[config.mk]
export PLATFORM = sky130hd
export DESIGN_NAME = fetch_unit
export DESIGN_NICKNAME = d
export VERILOG_FILES = /design/src/rtl/fetch_unit.sv
export SDC_FILE = /design/constraint.sdc
export NUM_CORES = 1
export LEC_CHECK = 0
export CAP_MARGIN = 20
export CORE_MARGIN = 3
export CORE_UTILIZATION = 60
export DETAILED_ROUTE_END_ITERATION = 8
export GPL_TIMING_DRIVEN = 1
export PLACE_DENSITY = 0.92
export SETUP_SLACK_MARGIN = 0.1
export SLEW_MARGIN = 30
export SYNTH_ARGS = -nofsm -noshare
export SYNTH_HDL_FRONTEND = slang
export SYNTH_SLANG_ARGS = --single-unit
[constraint.sdc]
create_clock -name clk_i -period 9.5 [get_ports clk_i]
set_input_delay 1.9 -clock clk_i [delete_from_list [all_inputs] [get_ports clk_i]]
set_output_delay 1.9 -clock clk_i [all_outputs]
set_load 0.02 [all_outputs]
[src/rtl/fetch_unit.sv]
// -----------------------------------------------------------------------------
// fetch_unit
//
// Instruction fetch stage. Keeps the fetch PC, issues one word read at a time
// to instruction memory and buffers returned words, tagged with their address,
// in a DEPTH-entry prefetch FIFO whose head is offered to the decoder.
//
// Optional feature macro: FETCH_PERF_EN (adds flush_cnt_o / stall_cnt_o).
//
// Ports
//   clk_i            system clock, rising edge
//   rst_ni           asynchronous active-low reset
//   start_i          one-cycle pulse, leaves IDLE
//   branch_taken_i   redirect request (one-cycle pulse)
//   branch_target_i  redirect byte address, low two bits ignored
//   imem_req_o       read request to instruction memory
//   imem_addr_o      word-aligned read address
//   imem_valid_i     read data valid (at least one cycle after the request)
//   imem_rdata_i     read data
//   instr_valid_o    FIFO head valid
//   instr_ready_i    decoder accepts the head
//   instr_o          FIFO head instruction
//   instr_pc_o       address of instr_o
//   busy_o           FSM not in IDLE
//   state_o          FSM state (debug)
//   flush_cnt_o      accepted redirects, saturating (FETCH_PERF_EN only)
//   stall_cnt_o      cycles with head valid but not accepted (FETCH_PERF_EN only)
//
// Handshakes: a transfer happens in a cycle where valid && ready are both 1
// at the rising edge; once valid is raised the payload holds until accepted.
// On the memory side imem_req_o/imem_addr_o stay asserted and stable from the
// cycle the request is issued until the cycle imem_valid_i returns.
// -----------------------------------------------------------------------------
module fetch_unit #(
    parameter int unsigned       ADDR_W   = 32,
    parameter int unsigned       DATA_W   = 32,
    parameter int unsigned       DEPTH    = 4,
    parameter logic [ADDR_W-1:0] RESET_PC = '0
) (
    input  logic              clk_i,
    input  logic              rst_ni,
    input  logic              start_i,
    input  logic              branch_taken_i,
    input  logic [ADDR_W-1:0] branch_target_i,
    output logic              imem_req_o,
    output logic [ADDR_W-1:0] imem_addr_o,
    input  logic              imem_valid_i,
    input  logic [DATA_W-1:0] imem_rdata_i,
    output logic              instr_valid_o,
    input  logic              instr_ready_i,
    output logic [DATA_W-1:0] instr_o,
    output logic [ADDR_W-1:0] instr_pc_o,
    output logic              busy_o,
    output logic [1:0]        state_o
`ifdef FETCH_PERF_EN
    ,
    output logic [15:0]       flush_cnt_o,
    output logic [15:0]       stall_cnt_o
`endif
);

    localparam int unsigned    PTR_W   = $clog2(DEPTH);
    localparam logic [PTR_W:0] DEPTH_C = (PTR_W+1)'(DEPTH);
    localparam logic [PTR_W:0] PTR_ONE = (PTR_W+1)'(1);

    typedef enum logic [1:0] {
        S_IDLE  = 2'd0,
        S_FETCH = 2'd1,
        S_WAIT  = 2'd2,
        S_FLUSH = 2'd3
    } state_e;

    state_e              state_q;
    logic [ADDR_W-1:0]   fetch_pc_q;
    logic                req_q;
    logic [ADDR_W-1:0]   addr_q;
    logic [PTR_W:0]      wr_ptr_q;
    logic [PTR_W:0]      rd_ptr_q;
    logic [DATA_W-1:0]   mem_data_q [DEPTH];
    logic [ADDR_W-1:0]   mem_pc_q   [DEPTH];
    logic [DATA_W-1:0]   last_instr_q;
    logic [ADDR_W-1:0]   last_pc_q;

    logic                empty;
    logic [PTR_W:0]      occ;
    logic [PTR_W:0]      occ_next;
    logic                redirect;
    logic                push;
    logic                pop;
    logic                outstanding;
    logic [ADDR_W-1:0]   target_al;
    logic [ADDR_W-1:0]   pc_plus4;
    logic [DATA_W-1:0]   head_instr;
    logic [ADDR_W-1:0]   head_pc;

    assign empty      = (wr_ptr_q == rd_ptr_q);
    assign occ        = wr_ptr_q - rd_ptr_q;
    assign head_instr = mem_data_q[rd_ptr_q[PTR_W-1:0]];
    assign head_pc    = mem_pc_q[rd_ptr_q[PTR_W-1:0]];

    // Redirect outranks a returning word, which outranks a pop.
    assign redirect = branch_taken_i && (state_q != S_IDLE);
    assign push     = (state_q == S_WAIT) && imem_valid_i && !redirect;
    assign pop      = !empty && instr_ready_i && !redirect;
    assign occ_next = occ + (push ? PTR_ONE : '0) - (pop ? PTR_ONE : '0);

    // A request that memory has already seen (including one being presented in
    // FETCH this very cycle) will be answered, so it must be flushed.
    assign outstanding = (state_q == S_WAIT) || (state_q == S_FLUSH) ||
                         ((state_q == S_FETCH) && req_q);

    assign target_al = branch_target_i & ~(ADDR_W'(3));
    assign pc_plus4  = fetch_pc_q + ADDR_W'(4);

    always_ff @(posedge clk_i or negedge rst_ni) begin
        if (!rst_ni) begin
            state_q      <= S_IDLE;
            fetch_pc_q   <= RESET_PC;
            req_q        <= 1'b0;
            addr_q       <= RESET_PC;
            wr_ptr_q     <= '0;
            rd_ptr_q     <= '0;
            last_instr_q <= '0;
            last_pc_q    <= '0;
        end else begin
            // Remember what was shown so an empty FIFO keeps presenting it.
            if (!empty) begin
                last_instr_q <= head_instr;
                last_pc_q    <= head_pc;
            end

            if (redirect) begin
                rd_ptr_q   <= wr_ptr_q;
                fetch_pc_q <= target_al;
                if (outstanding && !imem_valid_i) begin
                    // Keep the stale request on the bus until it is answered.
                    state_q <= S_FLUSH;
                end else begin
                    state_q <= S_FETCH;
                    req_q   <= 1'b1;
                    addr_q  <= target_al;
                end
            end else begin
                if (push) wr_ptr_q <= wr_ptr_q + PTR_ONE;
                if (pop)  rd_ptr_q <= rd_ptr_q + PTR_ONE;

                case (state_q)
                    S_IDLE: begin
                        if (start_i) begin
                            state_q <= S_FETCH;
                            req_q   <= 1'b1;
                            addr_q  <= fetch_pc_q;
                        end
                    end
                    S_FETCH: begin
                        if (req_q) begin
                            state_q <= S_WAIT;
                        end else if (occ_next < DEPTH_C) begin
                            req_q  <= 1'b1;
                            addr_q <= fetch_pc_q;
                        end
                    end
                    S_WAIT: begin
                        if (imem_valid_i) begin
                            state_q    <= S_FETCH;
                            fetch_pc_q <= pc_plus4;
                            // The pending slot is now a real entry; only ask
                            // again if that still leaves room.
                            req_q      <= (occ_next < DEPTH_C);
                            addr_q     <= pc_plus4;
                        end
                    end
                    S_FLUSH: begin
                        if (imem_valid_i) begin
                            state_q <= S_FETCH;
                            req_q   <= 1'b1;
                            addr_q  <= fetch_pc_q;
                        end
                    end
                    default: state_q <= S_IDLE;
                endcase
            end
        end
    end

    // Storage needs no reset: entries are only read while the FIFO is non-empty.
    always_ff @(posedge clk_i) begin
        if (push) begin
            mem_data_q[wr_ptr_q[PTR_W-1:0]] <= imem_rdata_i;
            mem_pc_q[wr_ptr_q[PTR_W-1:0]]   <= addr_q;
        end
    end

    assign imem_req_o    = req_q;
    assign imem_addr_o   = addr_q;
    assign instr_valid_o = !empty;
    assign instr_o       = empty ? last_instr_q : head_instr;
    assign instr_pc_o    = empty ? last_pc_q    : head_pc;
    assign busy_o        = (state_q != S_IDLE);
    assign state_o       = state_q;

`ifdef FETCH_PERF_EN
    logic [15:0] flush_cnt_q;
    logic [15:0] stall_cnt_q;

    always_ff @(posedge clk_i or negedge rst_ni) begin
        if (!rst_ni) begin
            flush_cnt_q <= '0;
            stall_cnt_q <= '0;
        end else begin
            if (redirect && (flush_cnt_q != 16'hFFFF)) flush_cnt_q <= flush_cnt_q + 16'd1;
            if (!empty && !instr_ready_i && (stall_cnt_q != 16'hFFFF)) stall_cnt_q <= stall_cnt_q + 16'd1;
        end
    end

    assign flush_cnt_o = flush_cnt_q;
    assign stall_cnt_o = stall_cnt_q;
`endif

endmodule

==> reports/qor.yml <==
p_per_area_mw_per_mm2: 354
vias_per_cell: 6.04
slew_viol_final: 0
gp_congestion: 0.863
drt-pass1-iter-count: 5
initial_utilization_pct: 62.1
wl_um: 33400
yosysTopAreaCellShare_pct: 46.8
grt_pass1_vias: 9204
vias: 8752
ys.flop_type: "edfxtp_1"
htree_levels: 2
yosysTopAreaCell: "edfxtp_1"
pwr-share-comb_pct: 40.9
p_int_w: 0.00446
drv_cap: 0
io_pins: 171
whs_ps: 490
r2r_end: "imem_addr_o[30]"
antenna_cells: 0
yosysSeqAreaShare_pct: 67.7
cts_root_buffer: "clkbuf_16"
period_share_pct: 57.7
p_seq_share_pct: 37.1
drt-met1-wl_um: 13800
synth.area.top_cells: "edfxtp_1, dfrtp_1, mux4_2"
syn2layout_area_growth_pct: 20.2
tns_ps: 0
switching_share_pct: 34.2
cp.arrival_ps: 3580
crit_chain: "buf_4 > mux4_2 > mux2_2 > clkdlybuf4s50_1"
min_from: "last_pc_q[0]"
postRouteAntennaNets: 0
rsz0062_at_grt: "no"
finalCriticalPeriod_ps: 5480
outcome: "finished clean"
synthCells: 923
cts_resized: 0
dr.max_layer_used: "met5"
worst-setup-path-type: "reg2out"
dp_hpwl_um: 19800
die_area_mm2: 0.0285
multi_input_area_mm2: 0.00481
tritoncts: "built"
rows: 58
grt-ovfl-total: 0
setup_viol: 0
wl_per_cell_um: 23.0
cts_buffers: 39
cts.hold.buffers_added: 0
crit_fanout: 40
whs_path_depth: 2
slew_headroom_pct: 34.5
critical-path-max-stage-delay_ps: 790
holdPathEnd: "last_pc_q[0]"
tightest_slew_ps: 983
hp-class: "reg2reg"
synth_commonest_cells: "edfxtp_1, dfrtp_1, mux2_2, mux4_2, nor2_1"
route.detailed.drc: 0
path_clk_slew_ps: 60
wl_met3_um: 1950
peakVddDrop_mv: 0.265
p_clk_share_pct: 22.0
crit_slowest_cell: "dfrtp_4"
r2r_slack_ps: 5550
coreArea_mm2: 0.0256
dieHeight_um: 169
leakagePower_nw: 6.75
die_w_um: 169
avgSynthCellArea_um2: 17.2
grt_max_degree: 86
wl_met2_um: 17000
synth.most_common_cell: "edfxtp_1"
drive_gt1_share_pct: 23.2
required_ps: 7600
reg2reg_depth: 12
ys_async_sr_fraction_pct: 34.9
regArea_mm2: 0.0108
fmax_mhz: 182
critPathLaunchType: "flip-flop"
ys_ff_latch: 381
post-cts-setup-buffer-count: 0
syn_area_mm2: 0.0159
fin_nets: 1170
antenna_found_initial: 1
gr-usage-all-layers_pct: 23.5
r2r_start: "rd_ptr_q[0]"
drtIter0Drc: 826
grt_pass1_wl_um: 52300
ys_warn_count: 0
synth_edf_count: 248
clk_latency_ps: 520
hold_violations: 0
crit_path_end_kind: "output port"
skew_ps: 13.9
fillers: 1464
cts_buffer_depth: 3
synth_cell_types: 64
clkSinkCount: 381
io_buffers: 166
power.net_switching_w: 0.00231
layer usage:
layer  track usage, %  up-vias
met5                0        -
met4             5.69        2
met3             3.85       50
met2             40.1      305
met1             32.4     4506
li1                 -     3889
power by group through the flow:
stage                     sequential [W]  clock, W  combinational, W
after floorplan                  0.00243         0           0.00180
after global placement           0.00254         0           0.00265
after detailed placement         0.00257         0           0.00274
after CTS                        0.00255   0.00152           0.00276
after global routing             0.00256   0.00158           0.00294
final                            0.00251   0.00149           0.00277
cell families after synthesis:
family / share of synthesized area [%]
AOI/OAI and AO/OA: 3.20
xor gates and xnor gates: 2.91
adders and majority gates: 1.04
buffers and inverters: 2.31
DFF: 67.7
muxes: 16.1
other: 0.0236
and+or+nand+nor: 6.71
metrics by stage:
| stage | area (µm²) | setup slack (ps) | instances | utilization (%) | total power [W] |
|---|---|---|---|---|---|
| after floorplan | 15900 | 4630 | 924 | - | 0.00423 |
| after detailed placement | 17800 | 3930 | 1374 | 69.5 | 0.00531 |
| final | 19100 | 4020 | 1448 | 74.7 | 0.00677 |
| after CTS | 19100 | 3650 | 1445 | 74.4 | 0.00683 |
| after global placement | 17800 | 4060 | 1372 | 69.4 | 0.00518 |
| after global routing | 19100 | 3760 | 1448 | 74.7 | 0.00708 |
worst max-delay path by stage:
stage          depth (start not counted)           start  slack, ps         endpoint
3_3_place_gp                          12  branch_taken_i       4060  imem_addr_o[17]
5_1_grt                                4     rd_ptr_q[0]       3760       instr_o[8]
3_5_place_dp                          12  branch_taken_i       3930  imem_addr_o[30]
2_1_floorplan                         12  branch_taken_i       4630  imem_addr_o[10]
4_1_cts                                5     rd_ptr_q[1]       3650    instr_pc_o[8]
6_report                               4     rd_ptr_q[0]       4020   instr_pc_o[27]
placed cells by master, fill, tap and decap left out, types with 21 or more instances in the layout:
master and count:
edfxtp_1 248, clkdlybuf4s50_1 165, dfrtp_1 131, mux4_2 62, mux2_2 62, nor2_1 52
a21oi_1 45, clkbuf_16 41, xnor2_1 29, mux2_4 28, nand2_1 25, xor2_1 21
state kept, by name, indices dropped and copies added, names as in the netlist:
register      count
mem_pc_q        120
last_pc_q        32
rd_ptr_q          3
wr_ptr_q          3
state_o           2
imem_req_o        1
fetch_pc_q       30
last_instr_q     32
imem_addr_o      30
mem_data_q      128
critical path, delay by kind of cell (launching register included):
kind                   cells  cell delay (ps)
multiplexers               2              890
flip-flops                 1              790
buffers and inverters      2             1350
final cells by class:
| class | instances | share of cell area [%] |
|---|---|---|
| Sequential cell | 381 | 56.4 |
| Timing Repair Buffer | 177 | 9.47 |
| Inverter | 14 | 0.275 |
| Multi-Input combinational cell | 475 | 25.2 |
| Clock inverter | 14 | 0.772 |
| Clock buffer | 57 | 5.78 |
| Tap cell | 330 | 2.16 |
Note: power is estimated with default switching activity, not from simulation.
